File: src/rtl/delta_accumulator.sv
// Move-delta accumulator.
// Command beats pass through a one-entry stage register and are folded into a
// saturating signed accumulator. The final beat of a move publishes the delta.
// A consumed delta can be committed into a clamped, unsigned running total.
module delta_accumulator #(
  parameter int unsigned DELTA_W = 21,
  parameter int unsigned TOTAL_W = 23
) (
  input  logic               clk,
  input  logic               reset_n,
  input  logic               cmd_valid,
  output logic               cmd_ready,
  input  logic [4:0]         cmd,
  input  logic               cmd_last,
  input  logic [17:0]        dist_data,
  output logic               delta_valid,
  input  logic               delta_ready,
  output logic [DELTA_W-1:0] delta,
  input  logic               commit,
  input  logic               total_load,
  input  logic [TOTAL_W-1:0] total_in,
  output logic [TOTAL_W-1:0] total,
  output logic               sel_err
);

  localparam int unsigned DIST_W = 18;
  localparam int unsigned SUM_W  = DELTA_W + 1;
  localparam int unsigned TSUM_W = TOTAL_W + 2;

  typedef enum logic [1:0] {
    OP_ZERO = 2'b00,
    OP_PLS  = 2'b01,
    OP_MNS  = 2'b10,
    OP_DNOP = 2'b11
  } op_e;

  localparam logic [DELTA_W-1:0] ACC_MAX = {1'b0, {(DELTA_W-1){1'b1}}};
  localparam logic [DELTA_W-1:0] ACC_MIN = {1'b1, {(DELTA_W-1){1'b0}}};

  logic               stage_valid_q, stage_valid_d;
  logic               stage_last_q,  stage_last_d;
  op_e                stage_op_q,    stage_op_d;
  logic [2:0]         stage_sel_q,   stage_sel_d;
  logic [DIST_W-1:0]  stage_data_q,  stage_data_d;
  logic [DELTA_W-1:0] acc_q,         acc_d;
  logic [DELTA_W-1:0] delta_q,       delta_d;
  logic               delta_valid_q, delta_valid_d;
  logic [TOTAL_W-1:0] total_q,       total_d;
  logic               sel_err_q,     sel_err_d;

  logic               ready_int;
  logic               accept;
  logic               consume;
  logic [SUM_W-1:0]   sum;
  logic [DELTA_W-1:0] op_res;
  logic [TSUM_W-1:0]  tsum;
  logic [TOTAL_W-1:0] total_clamped;

  // A staged last beat or a pending delta blocks new beats; reset forces the port low.
  assign ready_int = !(delta_valid_q | (stage_valid_q & stage_last_q));
  assign cmd_ready = reset_n & ready_int;

  // Next-state logic: stage capture, saturating accumulate, delta hand-off, total update.
  always_comb begin
    stage_valid_d = 1'b0;
    stage_last_d  = stage_last_q;
    stage_op_d    = stage_op_q;
    stage_sel_d   = stage_sel_q;
    stage_data_d  = stage_data_q;
    acc_d         = acc_q;
    delta_d       = delta_q;
    delta_valid_d = delta_valid_q;
    total_d       = total_q;
    sel_err_d     = sel_err_q;

    accept  = cmd_valid & ready_int;
    consume = delta_valid_q & delta_ready;

    if (accept) begin
      stage_valid_d = 1'b1;
      stage_last_d  = cmd_last;
      stage_op_d    = op_e'(cmd[1:0]);
      stage_sel_d   = cmd[4:2];
      stage_data_d  = dist_data;
    end

    case (stage_op_q)
      OP_ZERO: sum = '0;
      OP_PLS:  sum = {acc_q[DELTA_W-1], acc_q} + SUM_W'(stage_data_q);
      OP_MNS:  sum = {acc_q[DELTA_W-1], acc_q} - SUM_W'(stage_data_q);
      default: sum = {acc_q[DELTA_W-1], acc_q};
    endcase

    // Top two bits disagreeing means the DELTA_W range was exceeded.
    if (sum[SUM_W-1] != sum[SUM_W-2]) begin
      op_res = sum[SUM_W-1] ? ACC_MIN : ACC_MAX;
    end else begin
      op_res = sum[DELTA_W-1:0];
    end

    if (consume) begin
      delta_valid_d = 1'b0;
    end

    if (stage_valid_q) begin
      if ((stage_sel_q == 3'b011) || (stage_sel_q == 3'b111)) begin
        sel_err_d = 1'b1;
      end
      if (stage_last_q) begin
        delta_d       = op_res;
        delta_valid_d = 1'b1;
        acc_d         = '0;
      end else begin
        acc_d = op_res;
      end
    end

    tsum = {2'b00, total_q} + {{(TSUM_W-DELTA_W){delta_q[DELTA_W-1]}}, delta_q};
    if (tsum[TSUM_W-1]) begin
      total_clamped = '0;
    end else if (tsum[TOTAL_W]) begin
      total_clamped = '1;
    end else begin
      total_clamped = tsum[TOTAL_W-1:0];
    end

    if (total_load) begin
      total_d = total_in;
    end else if (commit && consume) begin
      total_d = total_clamped;
    end
  end

  // State registers.
  always_ff @(posedge clk or negedge reset_n) begin
    if (!reset_n) begin
      stage_valid_q <= 1'b0;
      stage_last_q  <= 1'b0;
      stage_op_q    <= OP_ZERO;
      stage_sel_q   <= '0;
      stage_data_q  <= '0;
      acc_q         <= '0;
      delta_q       <= '0;
      delta_valid_q <= 1'b0;
      total_q       <= '0;
      sel_err_q     <= 1'b0;
    end else begin
      stage_valid_q <= stage_valid_d;
      stage_last_q  <= stage_last_d;
      stage_op_q    <= stage_op_d;
      stage_sel_q   <= stage_sel_d;
      stage_data_q  <= stage_data_d;
      acc_q         <= acc_d;
      delta_q       <= delta_d;
      delta_valid_q <= delta_valid_d;
      total_q       <= total_d;
      sel_err_q     <= sel_err_d;
    end
  end

  assign delta_valid = delta_valid_q;
  assign delta       = delta_q;
  assign total       = total_q;
  assign sel_err     = sel_err_q;

endmodule

File: config.mk
export PLATFORM = sky130hd
export DESIGN_NAME = delta_accumulator
export DESIGN_NICKNAME = d
export VERILOG_FILES = /design/src/rtl/delta_accumulator.sv
export SDC_FILE = /design/constraint.sdc
export NUM_CORES = 1
export LEC_CHECK = 0
export ABC_AREA = 1
export CAP_MARGIN = 15
export CORE_UTILIZATION = 50
export CTS_BUF_LIST = sky130_fd_sc_hd__clkbuf_16
export CTS_CLUSTER_DIAMETER = 100
export CTS_CLUSTER_SIZE = 40
export DETAILED_ROUTE_END_ITERATION = 10
export MAX_ROUTING_LAYER = met4
export PLACE_DENSITY = 0.8
export SLEW_MARGIN = 20
export SYNTH_ARGS = -nofsm -noshare
export SYNTH_HDL_FRONTEND = slang
export SYNTH_SLANG_ARGS = --single-unit
File: constraint.sdc
create_clock -name clk -period 5.11 [get_ports clk]
set_input_delay 0.511 -clock clk [delete_from_list [all_inputs] [get_ports clk]]
set_output_delay 0.511 -clock clk [all_outputs]
set_load 0.005 [all_outputs]
==> run_results.csv <==
group,metric,value,unit
synthesis,post_synth_inst_count,1147,
critical_path,cpPeakStageDelay,460,ps
detailed_routing,drt-total-wl,19.9,mm
critical_path,critPathRequiredTime,5350,ps
cells_and_area,fraction_of_layout_cells_with_a_size_suffix_above_1,5.99,%
hold_path,hold_path.class,"in -> async",
clock_network,cts.repair.resized,0,
synthesis,primary_flip_flop_cell_chosen_by_synthesis_mapping,"sky130_fd_sc_hd__dfrtp_1",
global_route,grt_start_max_net_pins,67,
synthesis,synth_enable_flop_cells,0,
clock_network,clockRootBuffer,"sky130_fd_sc_hd__clkbuf_16",
die,die-height,124,um
synthesis,mappedNetlistNets,1250,
sta,final_min_period_over_clock_period,83.0,%
die,core_region_area,0.0145,sq mm
cells_and_area,fillers,1387,
detailed_routing,final_antenna_net_count,0,
global_route,number_of_antenna_violations_at_the_first_check_in_global_routing,0,
clock_network,ctsHtreeMaxLevel,3,
clock_network,cts_tree,"built",
power_and_ir_drop,power.density,665,mW/mm^2
synthesis,seq_area_frac_synth,30.7,%
global_route,global_route.usage.total,28.5,%
global_route,globalRoute.totalOverflow,0,
power_and_ir_drop,total_power,5870,uW
cells_and_area,ant_diodes,0,
clock_network,clockBufferDepth,2,
clock_network,clock_pin_slew_worst_setup_and_hold_paths,70,ps
detailed_routing,vias,7282,
die,floorplan.initialDensity,51.2,%
cells_and_area,regArea,0.00228,sq mm
critical_path,critical_path_type,"reg -> reg",
global_route,grt_pass1_vias,6817,
sta,worst_case_headroom_to_the_max_slew_limit,30.3,%
cells_and_area,final_design_area_no_fill,0.00883,sq mm
die,die_area,0.0153,sq mm
sta,worst_clock_skew,5.89,ps
critical_path,critical_path_at,4490,ps
synthesis,synth_area_leaders,"sky130_fd_sc_hd__dfrtp_1 31%, sky130_fd_sc_hd__nand2_1 25%, sky130_fd_sc_hd__ha_1 8.1%",
clock_network,clk_latency,350,ps
clock_network,postCtsSetupRepairBufs,0,
synthesis,synth_area,0.00741,sq mm
power_and_ir_drop,vdd_ir_drop_max,0.000334,V
global_route,first_pass_grt_wire_length,32.7,mm
sta,post_layout_min_period,4240,ps
placement,port_buffers,98,
detailed_routing,drt_pass1_iterations,5,
detailed_routing,viasPerCell,5.13,
critical_path,critical_path.top_delay_family,"simple AND/OR/NAND/NOR gates",
sta,setup-tns-final,0,ps
synthesis,distinct_cells_synth,46,
sta,clock.fmax,236,MHz
die,chipWidth,124,um
sta,setup_violations,0,
placement,gp_congestion,0.946,
synthesis,yosys.area.top_type_share,30.7,%
die,num_io_pins,100,
clock_network,postCtsHoldBufs,0,
cells_and_area,multi_input_area,0.00455,sq mm
critical_path,crit_buf_inv,2,
placement,dpl_cell_area,0.00852,sq mm
sta,timing_hold_violations_final,0,
cells_and_area,area_growth_syn_to_layout,19.1,%
critical_path,cell_with_the_biggest_individual_delay_on_the_critical_path,"sky130_fd_sc_hd__nand3_2",
clock_network,numClockSinks,91,
synthesis,postSynthRegisterBits,91,
sta,number_of_pins_with_negative_max_slew_slack_in_the_final_report,0,
status,run_status,"completed",
cells_and_area,final_net_count,1334,
sta,rsz0062_at_grt,"no",
placement,detailed_place_hpwl,15.5,mm
sta,timing_worst_slew_pin_value,1040,ps
power_and_ir_drop,static-leakage-power,0.00476,uW
detailed_routing,drt_first_iter_violations,435,
clock_network,cts_made_buffers,9,
flow_run,drv_cap,0,
synthesis,synth_warnings,0,
critical_path,cp_common_cell,"sky130_fd_sc_hd__nand2_1",
detailed_routing,drc,0,
detailed_routing,detail_route.wl_per_cell,14.0,um
critical_path,setup_crit_end_kind,"flop",
critical_path,critical_path.max_fanout,20,
synthesis,mean_post_synth_cell_area,6.46,sq um
synthesis,postSynth.asyncResetShare,100,%
critical_path,worst-r2r-setup-slack,870,ps
die,num_rows,44,
critical_path,worstPathCellList,"inv_1 -> ha_1 -> nand3_1 -> nor3_1 -> nand3_1 -> or3_1 -> nand2_1 -> xor2_1 -> ha_1 -> a21oi_1 -> nand2_1 -> inv_1 -> nand2_1 -> nand2_1 -> nand3_2 -> nand2_2 -> nand3_2 -> nand2_1 -> nand3_2 -> nand2_2 -> nand2_2 -> nand2_1 -> nand2_1",
critical_path,worst_setup_path_start_kind,"flop",
synthesis,post-synth-top-area-cell,"sky130_fd_sc_hd__dfrtp_1",
per-stage QoR:
stage	hold slack [ps]	setup slack (ps)	cells	utilization (%)
CTS	71.7	863	1419	61.0
global route	93.6	315	1419	61.0
detailed placement	452	890	1404	58.8
finish	67.0	866	1419	61.0
floorplan	215	1850	1147	-
global placement	445	937	1404	58.8
cell families (layout without fill, tap and decap cells):
family | after synthesis | in the layout | share of synthesized area [%]
xor+xnor | 36 | 36 | 4.25
compound gates | 126 | 126 | 9.72
buf+inv | 145 | 233 | 7.90
fa+ha+maj | 50 | 50 | 8.64
flops | 91 | 91 | 30.7
simple gates | 699 | 699 | 38.8
cell type report:
type	count	area share [%]
clock inverter	6	1.03
sequential	91	25.8
inverter	113	4.80
multi-input combinational	911	51.6
tap	184	2.61
clock buffer	9	2.55
timing repair buffer	105	11.7
final timing paths:
kind,startpoint,endpoint,depth (start not counted)
max in group asynchronous,reset_n,acc_q[4],2
min in group clk,sel_err,sel_err,1
max,stage_data_q[0],delta[4],23
min,reset_n,total[20],1
min reg2reg,sel_err,sel_err,1
max reg2reg,stage_data_q[0],delta[4],23
layer usage:
metal	wire (um)	track usage [%]
met5	0	-
met4	573	11.1
met3	617	2.61
met2	9630	48.2
met1	9060	35.2
power breakdown:
| part | internal (uW) | switching [uW] |
|---|---|---|
| Sequential | 957 | 250 |
| Combinational | 1460 | 2470 |
| Clock | 428 | 301 |
| Total | 2850 | 3020 |
layout by cell type (no fill, tap or decap), drive strengths merged, types with 2 or more instances in the layout:
master | synthesis | layout
o22ai | 2 | 2
a21o | 2 | 2
or2 | 6 | 6
clkbuf | 21 | 9
o21a | 2 | 2
dfrtp | 91 | 91
o21bai | 10 | 10
nand4 | 5 | 5
nand2 | 524 | 524
nor3 | 6 | 6
inv | 113 | 113
clkinv | 0 | 4
nor2 | 84 | 84
a32o | 2 | 2
buf | 11 | 8
fa | 2 | 2
bufinv | 0 | 2
ha | 48 | 48
xnor2 | 14 | 14
a21oi | 49 | 49
xor2 | 22 | 22
o31ai | 2 | 2
nor4 | 2 | 2
o21ai | 48 | 48
clkdlybuf4s50 | 0 | 97
o41ai | 2 | 2
nand3 | 68 | 68
state kept, by name (all words and copies together), names as in the netlist:
signal	cells
acc_q	21
delta	21
delta_valid	1
sel_err	1
stage_data_q	18
stage_last_q	1
stage_op_q	2
stage_sel_q	2
stage_valid_q	1
total	23
cells in the mapped netlist, types with 2 or more instances:
library cell / n
sky130_fd_sc_hd__nand2_1: 500
sky130_fd_sc_hd__or2_2: 6
sky130_fd_sc_hd__dfrtp_1: 91
sky130_fd_sc_hd__nand4_1: 5
sky130_fd_sc_hd__inv_2: 3
sky130_fd_sc_hd__nor3_1: 6
sky130_fd_sc_hd__nor2_2: 8
sky130_fd_sc_hd__o41ai_1: 2
sky130_fd_sc_hd__nor2_1: 75
sky130_fd_sc_hd__o21a_1: 2
sky130_fd_sc_hd__buf_6: 3
sky130_fd_sc_hd__inv_1: 110
sky130_fd_sc_hd__nand2_2: 24
sky130_fd_sc_hd__a21oi_1: 49
sky130_fd_sc_hd__buf_2: 3
sky130_fd_sc_hd__a32o_1: 2
sky130_fd_sc_hd__xnor2_1: 14
sky130_fd_sc_hd__ha_1: 48
sky130_fd_sc_hd__o31ai_1: 2
sky130_fd_sc_hd__nand3_2: 5
sky130_fd_sc_hd__clkbuf_1: 21
sky130_fd_sc_hd__o21ai_1: 3
sky130_fd_sc_hd__a21o_1: 2
sky130_fd_sc_hd__o22ai_1: 2
sky130_fd_sc_hd__nor4_1: 2
sky130_fd_sc_hd__buf_4: 4
sky130_fd_sc_hd__o21ai_0: 44
sky130_fd_sc_hd__fa_1: 2
sky130_fd_sc_hd__xor2_1: 22
sky130_fd_sc_hd__nand3_1: 63
sky130_fd_sc_hd__o21bai_1: 9
worst reg2reg max path, stage by stage (launching register included):
cell                      delay (ps)
sky130_fd_sc_hd__dfrtp_1         380
sky130_fd_sc_hd__inv_1           120
sky130_fd_sc_hd__ha_1            200
sky130_fd_sc_hd__nand3_1         100
sky130_fd_sc_hd__nor3_1          300
sky130_fd_sc_hd__nand3_1         170
sky130_fd_sc_hd__or3_1           410
sky130_fd_sc_hd__nand2_1         100
sky130_fd_sc_hd__xor2_1          230
sky130_fd_sc_hd__ha_1            350
sky130_fd_sc_hd__a21oi_1         210
sky130_fd_sc_hd__nand2_1          80
sky130_fd_sc_hd__inv_1           100
sky130_fd_sc_hd__nand2_1          60
sky130_fd_sc_hd__nand2_1          90
sky130_fd_sc_hd__nand3_2          90
sky130_fd_sc_hd__nand2_2          80
sky130_fd_sc_hd__nand3_2          90
sky130_fd_sc_hd__nand2_1          80
sky130_fd_sc_hd__nand3_2         460
sky130_fd_sc_hd__nand2_2         200
sky130_fd_sc_hd__nand2_2          90
sky130_fd_sc_hd__nand2_1          90
sky130_fd_sc_hd__nand2_1          60
No activity file was read; power rests on OpenSTA's default activity.
